<file path="src/rtl/spi_arbiter.sv">
`default_nettype none
// ============================================================================
// spi_arbiter : round-robin arbiter sharing one SPI transmitter among four
// requesters. Optional timeout feature: define SPI_ARBITER_TIMEOUT_EN.
// Revision    : 1.0
// ============================================================================
module spi_arbiter #(
  parameter int GAP_CYCLES     = 4,
  parameter int TIMEOUT_CYCLES = 1024
) (
  input  logic       clk,
  input  logic       rst_n,
  input  logic [3:0] req,
  input  logic [3:0] ckp_cfg,
  input  logic [3:0] cph_cfg,
  input  logic       CS,
  output logic [3:0] gnt,
  output logic [3:0] done,
  output logic       trans,
  output logic       CKP,
  output logic       CPH,
  output logic       busy,
  output logic       timeout_err
);

  typedef enum logic [2:0] {
    S_IDLE         = 3'd0,
    S_START        = 3'd1,
    S_WAIT_CS_LOW  = 3'd2,
    S_WAIT_CS_HIGH = 3'd3,
    S_GAP          = 3'd4
  } state_t;

  localparam logic [7:0] c_GAP_LAST = 8'(GAP_CYCLES - 1);

  state_t     r_state, w_state_next;
  logic [3:0] r_gnt, w_gnt_next;
  logic [3:0] r_done, w_done_next;
  logic       r_ckp, w_ckp_next;
  logic       r_cph, w_cph_next;
  logic [1:0] r_last, w_last_next;
  logic [7:0] r_gap, w_gap_next;
  logic       w_found;
  logic [1:0] w_win;
  logic       w_to_hit;
  logic       w_waiting;

  assign w_waiting = (r_state == S_WAIT_CS_LOW) || (r_state == S_WAIT_CS_HIGH);

  // Search upward from the requester after the last winner, wrapping mod 4.
  always_comb begin
    w_found = 1'b0;
    w_win   = 2'd0;
    for (int k = 0; k < 4; k++) begin
      if (!w_found && req[2'(int'(r_last) + 1 + k)]) begin
        w_found = 1'b1;
        w_win   = 2'(int'(r_last) + 1 + k);
      end
    end
  end

`ifdef SPI_ARBITER_TIMEOUT_EN
  localparam logic [15:0] c_TO_LAST = 16'(TIMEOUT_CYCLES - 2);

  logic [15:0] r_tcnt;
  logic        r_tout;

  // Counter is zero throughout START; it reaches c_TO_LAST on the cycle
  // before the TIMEOUT_CYCLES-th cycle after START begins.
  always_ff @(posedge clk or negedge rst_n) begin
    if (!rst_n) begin
      r_tcnt <= '0;
      r_tout <= 1'b0;
    end else begin
      r_tout <= w_to_hit;
      if (r_state == S_IDLE) begin
        r_tcnt <= '0;
      end else if (w_waiting) begin
        r_tcnt <= r_tcnt + 16'd1;
      end
    end
  end

  assign w_to_hit    = w_waiting && (r_tcnt == c_TO_LAST);
  assign timeout_err = r_tout;
`else
  logic [15:0] w_unused_timeout;
  assign w_unused_timeout = 16'(TIMEOUT_CYCLES);
  assign w_to_hit         = 1'b0;
  assign timeout_err      = 1'b0;
`endif

  always_comb begin
    w_state_next = r_state;
    w_gnt_next   = r_gnt;
    w_done_next  = 4'b0000;
    w_ckp_next   = r_ckp;
    w_cph_next   = r_cph;
    w_last_next  = r_last;
    w_gap_next   = r_gap;
    unique case (r_state)
      S_IDLE: begin
        if (w_found) begin
          w_state_next = S_START;
          w_gnt_next   = 4'b0001 << w_win;
          w_ckp_next   = ckp_cfg[w_win];
          w_cph_next   = cph_cfg[w_win];
          w_last_next  = w_win;
        end
      end
      S_START: begin
        w_state_next = S_WAIT_CS_LOW;
      end
      S_WAIT_CS_LOW: begin
        if (w_to_hit) begin
          w_state_next = S_GAP;
          w_gnt_next   = 4'b0000;
          w_gap_next   = c_GAP_LAST;
        end else if (!CS) begin
          w_state_next = S_WAIT_CS_HIGH;
        end
      end
      S_WAIT_CS_HIGH: begin
        if (w_to_hit) begin
          w_state_next = S_GAP;
          w_gnt_next   = 4'b0000;
          w_gap_next   = c_GAP_LAST;
        end else if (CS) begin
          w_state_next = S_GAP;
          w_done_next  = r_gnt;
          w_gnt_next   = 4'b0000;
          w_gap_next   = c_GAP_LAST;
        end
      end
      S_GAP: begin
        if (r_gap == 8'd0) begin
          w_state_next = S_IDLE;
        end else begin
          w_gap_next = r_gap - 8'd1;
        end
      end
      default: begin
        w_state_next = S_IDLE;
        w_gnt_next   = 4'b0000;
      end
    endcase
  end

  always_ff @(posedge clk or negedge rst_n) begin
    if (!rst_n) begin
      r_state <= S_IDLE;
      r_gnt   <= 4'b0000;
      r_done  <= 4'b0000;
      r_ckp   <= 1'b0;
      r_cph   <= 1'b0;
      r_last  <= 2'd3;
      r_gap   <= 8'd0;
    end else begin
      r_state <= w_state_next;
      r_gnt   <= w_gnt_next;
      r_done  <= w_done_next;
      r_ckp   <= w_ckp_next;
      r_cph   <= w_cph_next;
      r_last  <= w_last_next;
      r_gap   <= w_gap_next;
    end
  end

  assign gnt   = r_gnt;
  assign done  = r_done;
  assign CKP   = r_ckp;
  assign CPH   = r_cph;
  assign trans = (r_state == S_START) || (r_state == S_WAIT_CS_LOW);
  assign busy  = (r_state != S_IDLE);

endmodule
`default_nettype wire

</file>
<file path="config.mk">
export PLATFORM = sky130hd
export DESIGN_NAME = spi_arbiter
export DESIGN_NICKNAME = d
export VERILOG_FILES = /design/src/rtl/spi_arbiter.sv
export SDC_FILE = /design/constraint.sdc
export NUM_CORES = 1
export LEC_CHECK = 0
export ABC_AREA = 1
export CAP_MARGIN = 25
export CORE_MARGIN = 8
export CORE_UTILIZATION = 42
export DETAILED_ROUTE_END_ITERATION = 10
export PLACE_DENSITY = 0.74
export SYNTH_ARGS = -nofsm -noshare
export SYNTH_HDL_FRONTEND = slang
export SYNTH_SLANG_ARGS = --single-unit
</file>
<file path="constraint.sdc">
create_clock -name clk -period 4.3 [get_ports clk]
set_input_delay 0.86 -clock clk [delete_from_list [all_inputs] [get_ports clk]]
set_output_delay 0.86 -clock clk [all_outputs]
set_load 0.02 [all_outputs]
</file>
After elaboration in Yosys (flattened, before gate mapping)

Cells that the tools add are included.

Output and inout bits: 13
Bits of input ports: 15
Bits in registers: 23

Shift-type cells: 1
Order comparisons: 5
Multiplexer cells: 37
Equality and inequality tests: 9
Add/sub/neg operators: 5
Reductions and logical operators: 16
Bitwise operators: 1

Operator list:

| operator            | number |
|---|---|
| $lt 2x4->1 const B  | 4 |
| $mux 4              | 4 |
| $mux 8              | 2 |
| $pmux 8 s2          | 1 |
| $pmux 3 s5          | 1 |
| $mux 1              | 14 |
| $bmux 1 s2          | 6 |
| $mux 3              | 4 |
| $pmux 4 s3          | 1 |
| $ne 2x2->1 const B  | 5 |
| $logic_not 8->1     | 1 |
| $mux 2              | 4 |
| $sub 8x1->8 const B | 1 |
| $add 2x2->2 const B | 3 |
| $eq 3x2->1 const B  | 2 |
| $reduce_and 3->1    | 2 |
| $reduce_and 4->1    | 1 |
| $shl 1x2->4 const A | 1 |
| $eq 3x1->1 const B  | 1 |
| $eq 3x3->1 const B  | 1 |
| $logic_and 1x1->1   | 3 |
| $logic_not 1->1     | 3 |
| $logic_not 3->1     | 1 |
| $lt 2x3->1 const B  | 1 |
| 7 further kinds     | 7 |

Longest topological paths before layout

Word-level depth: 17
Depth in mapped cells: 16
Depth with buffers taken out: 15

Worst setup path before layout

Ideal clock, no wire load.

Path type: input-to-reg
From: input port req[2]
To: register r_ckp, in the netlist CKP
Data required time: 4.184 ns
Path buffers: 0
Setup slack: 2.380 ns
Arrival: 1.804 ns
Stages on the path: 13
Cell sequence: inv_1 nand2_4 nand3_1 nand2_4 nor2_8 nand3_1 nand3_1 nor2_4 clkinv_2 nand2_1 nand2_1 nand2_1 nand2_1

Longest elaborated chain between the ends: 15

RTL lines:

| element                                   | line | RTL |
|---|---|---|
| from (decl)                               | 13   | `input logic [3:0] req,` |
| $bmux 1 s2                                | 55   | `if (!w_found && req[2'(int'(r_last) + 1 + k)]) begin` |
| $mux 1 (not written as such) (2 in a row) | 55   |  |
| $mux 1                                    | 55   |  |
| $logic_not 1->1                           | 55   |  |
| $logic_and 1x1->1                         | 55   |  |
| $mux 1                                    | 55   |  |
| $logic_not 1->1                           | 55   |  |
| $logic_and 1x1->1                         | 55   |  |
| $mux 1                                    | 55   |  |
| $logic_not 1->1                           | 55   |  |
| $logic_and 1x1->1                         | 55   |  |
| $mux 2                                    | 55   |  |
| $bmux 1 s2                                | 106  | `w_ckp_next = ckp_cfg[w_win];` |
| $mux 1 (not written as such)              | 106  |  |
| to (signal assigned)                      | 162  | `r_ckp <= w_ckp_next;` |
| to (decl)                                 | 39   | `logic r_ckp, w_ckp_next;` |

Parallel ways exist; a longest one is shown, timed or not. The select of a mux whose other input is x is not followed.
A chain may end at the register's enable or synchronous reset.

Worst setup path in the final report

From: register r_state[0]
To: output port busy

Longest elaborated chain between the ends: 1

RTL lines:

| element                | line | RTL |
|---|---|---|
| from (decl)            | 36   | `state_t r_state, w_state_next;` |
| from (signal assigned) | 159  | `r_state <= w_state_next;` |
| $reduce_bool 3->1      | 174  | `assign busy = (r_state != S_IDLE);` |
| to (decl)              | 22   | `output logic busy,` |

No other way between the ends.

==> results_dict.tcl <==
set metrics [dict create \
    clock_path_buffers 2 \
    postCtsHoldBufs 0 \
    worstPathRequired_ns 3.44 \
    clock_latency_ns 0.27 \
    met2_usage 0.189 \
    fillers 349 \
    core_area_um2 3610 \
    crit_fanout 6 \
    grt.total_usage 0.110 \
    syn_area_um2 1560 \
    ant_nets 0 \
    root_buffer "clkbuf_8" \
    power_density_nw_per_um2 644 \
    intPower_uw 609 \
    cp_top_family "buffers and inverters" \
    start_util 0.431 \
    max_slew_margin 0.656 \
    regArea_um2 578 \
    ioPinCount 28 \
    use_met1 0.135 \
    drt-pass1-iter-count 4 \
    multi_input_area_um2 815 \
    finalSetupViolations 0 \
    routabilityCongestion 0.808 \
    place_area_um2 1850 \
    first_global_vias 1268 \
    synthCells 213 \
    grt_pass1_wl_mm 5.64 \
    min_period_ns 2.80 \
    dieArea_um2 5910 \
    clkPwrFrac 0.109 \
    drc 0 \
    routed_via_density 4.71 \
    area_growth_pct 22.6 \
    cts_sinks 23 \
    wirelength_mm 3.14 \
    htreeDepth 1 \
    hold_class "register to register" \
    ir_worst_vdd_v 0.000284 \
    slew_violations 0 \
    yosysWarningCount 0 \
    ys_ff_latch 23 \
    switching_share 0.504 \
    worst_ep_arrival_time_ns 1.94 \
    hpwl_mm 2.45 \
    hold_violations 0 \
    diodes 0 \
    grt_max_degree 24 \
    clkSlewWorstSetupHoldPaths_ns 0.08 \
    critical_path.slowest_cell "clkdlybuf4s50_1" \
    power_frac_seq 0.270 \
    critical_path_class "register to output port" \
    rows 22 \
    slowest_delay_ns 0.55 \
    fmax_ghz 0.358 \
    busiest_layer "met2" \
    comb_power_share 0.621 \
    start_kind "register" \
    die-width_um 76.9 \
    drv_cap 0 \
    crit_chain "nor2_1 > inv_1 > nor2_1 > inv_1 > clkdlybuf4s50_1" \
    cts_tree "built" \
    critPathCaptureType "output port" \
    synth_area_per_cell_um2 7.30 \
    wl_per_cell_um 10.9 \
    drtIter0Drc 98 \
    crit_buf_inv 3 \
    post-route-util 0.529 \
    leakagePower_nw 0.966 \
    fin_crit_sh 0.650 \
    numCtsBuffers 3 \
    synth-seq-area-share 0.372 \
    antenna_found_initial 0 \
    status "finished, final reports clean" \
    dieHeight_um 76.9 \
    overflow 0 \
    synth_nets 230 \
    rsz0062_at_grt "no" \
    nNetsFinal 259 \
    numPortBuffers 26 \
    worst_slew_pin_slew_ns 0.514 \
    globalRouteMet3Util 0.0280 \
    drive_above_1_share 0.178 \
    design_area_um2 1910 \
    post_cts_buffers 0 \
    netSwitchingPower_uw 619 \
    synth_cell_types 30 \
    dr_total_vias 1361 \
    ctsResizeCount 0 \
    fin_worst_skew_ns 0.00580 \
    fin_setup_tns_ns 0 \
]
-- cells in the mapped netlist (all sizes together) --
master / instances / area share
o21ai: 10 / 0.035
clkinv: 1 / 0.0032
nor2: 24 / 0.076
xor2: 3 / 0.017
dfstp: 2 / 0.034
inv: 34 / 0.082
dfrtp: 21 / 0.34
nand3: 23 / 0.089
nor3b: 1 / 0.0048
conb: 1 / 0.0024
nor3: 1 / 0.0032
nand2: 77 / 0.23
ha: 2 / 0.016
or2: 1 / 0.0040
a21oi: 4 / 0.013
buf: 3 / 0.019
a31oi: 1 / 0.0040
nand4: 4 / 0.026
-- power groups by stage --
| stage | registers [mW] | clock network (mW) | logic [mW] |
|---|---|---|---|
| floorplan | 0.334 | 0 | 0.599 |
| global placement | 0.334 | 0 | 0.760 |
| detailed placement | 0.334 | 0 | 0.770 |
| CTS | 0.331 | 0.138 | 0.772 |
| global route | 0.340 | 0.146 | 0.863 |
| finish | 0.331 | 0.134 | 0.763 |
-- flip-flops by register name, indices dropped and copies added, names as in the netlist --
register	count
r_gap	8
r_last	2
CKP	1
done	4
gnt	4
CPH	1
r_state	3
-- routing by layer --
layer  vias to the layer above  part of all wire  wire length (um)
li1                        712                 -                 -
met1                       619              0.47              1470
met2                        28              0.49              1530
met3                         2             0.039               124
met4                         0            0.0032                10
met5                         -                 0                 0
-- cell usage in the layout (no fill, tap or decap), types with 2 or more instances in the layout --
master,n
inv_2,8
nand2_4,6
nand2_1,59
nand3_1,20
clkinv_2,2
o21ai_0,3
clkdlybuf4s50_1,26
o21ai_1,6
nor2_2,2
xor2_1,3
nand2_2,12
nand4_1,3
inv_1,26
ha_1,2
dfrtp_1,21
nor2_1,20
nand3_2,2
dfstp_2,2
a21oi_1,4
clkbuf_8,3
-- worst register-to-register path: stages (launching register included) --
cell	delay, ns
dfstp_2	0.72
inv_2	0.20
nand2_1	0.11
nand2_2	0.08
nand2_1	0.08
nand2_2	0.09
nand3_1	0.10
nand3_1	0.11
nor2_4	0.18
clkinv_2	0.11
nand2_1	0.07
nand2_1	0.05
nand2_1	0.05
nand2_1	0.05
-- logic make-up (layout without fill, tap and decap cells) --
family / after synthesis / after routing / synth area share
compound gates: 15 / 15 / 0.0515
xor+xnor: 3 / 3 / 0.0169
fa+ha+maj: 2 / 2 / 0.0161
buf+inv: 38 / 66 / 0.105
flops: 23 / 23 / 0.372
other cells: 1 / 1 / 0.00241
simple gates: 131 / 131 / 0.437
-- metrics by stage --
stage,hold slack [ns],power (mW),worst slack (ns),cells
2_1_floorplan,0.462,0.933,2.38,213
3_3_place_gp,0.468,1.09,1.72,284
3_5_place_dp,0.473,1.10,1.71,284
4_1_cts,0.494,1.24,1.47,288
5_1_grt,0.529,1.35,1.35,289
6_report,0.487,1.23,1.50,289
-- area by class of cell --
class	instances	share of cell area
multi-input combinational	152	0.427
sequential	23	0.303
timing repair buffer	27	0.144
inverter	35	0.0696
tap	48	0.0315
clock buffer	3	0.0217
clock inverter	1	0.00262
-- final timing paths --
kind | endpoint | depth (start not counted) | slack (ns) | from
worst max register to register | CPH | 13 | 2.22 | r_last[0]
worst max-delay path | busy | 5 | 1.50 | r_state[0]
worst min register to register | CPH | 2 | 0.49 | CPH
worst min-delay path | CPH | 2 | 0.49 | CPH
min in group asynchronous | r_state[0] | 1 | 0.88 | rst_n
max in group asynchronous | r_last[0] | 2 | 2.91 | rst_n
No activity file was read; power rests on OpenSTA's default activity.
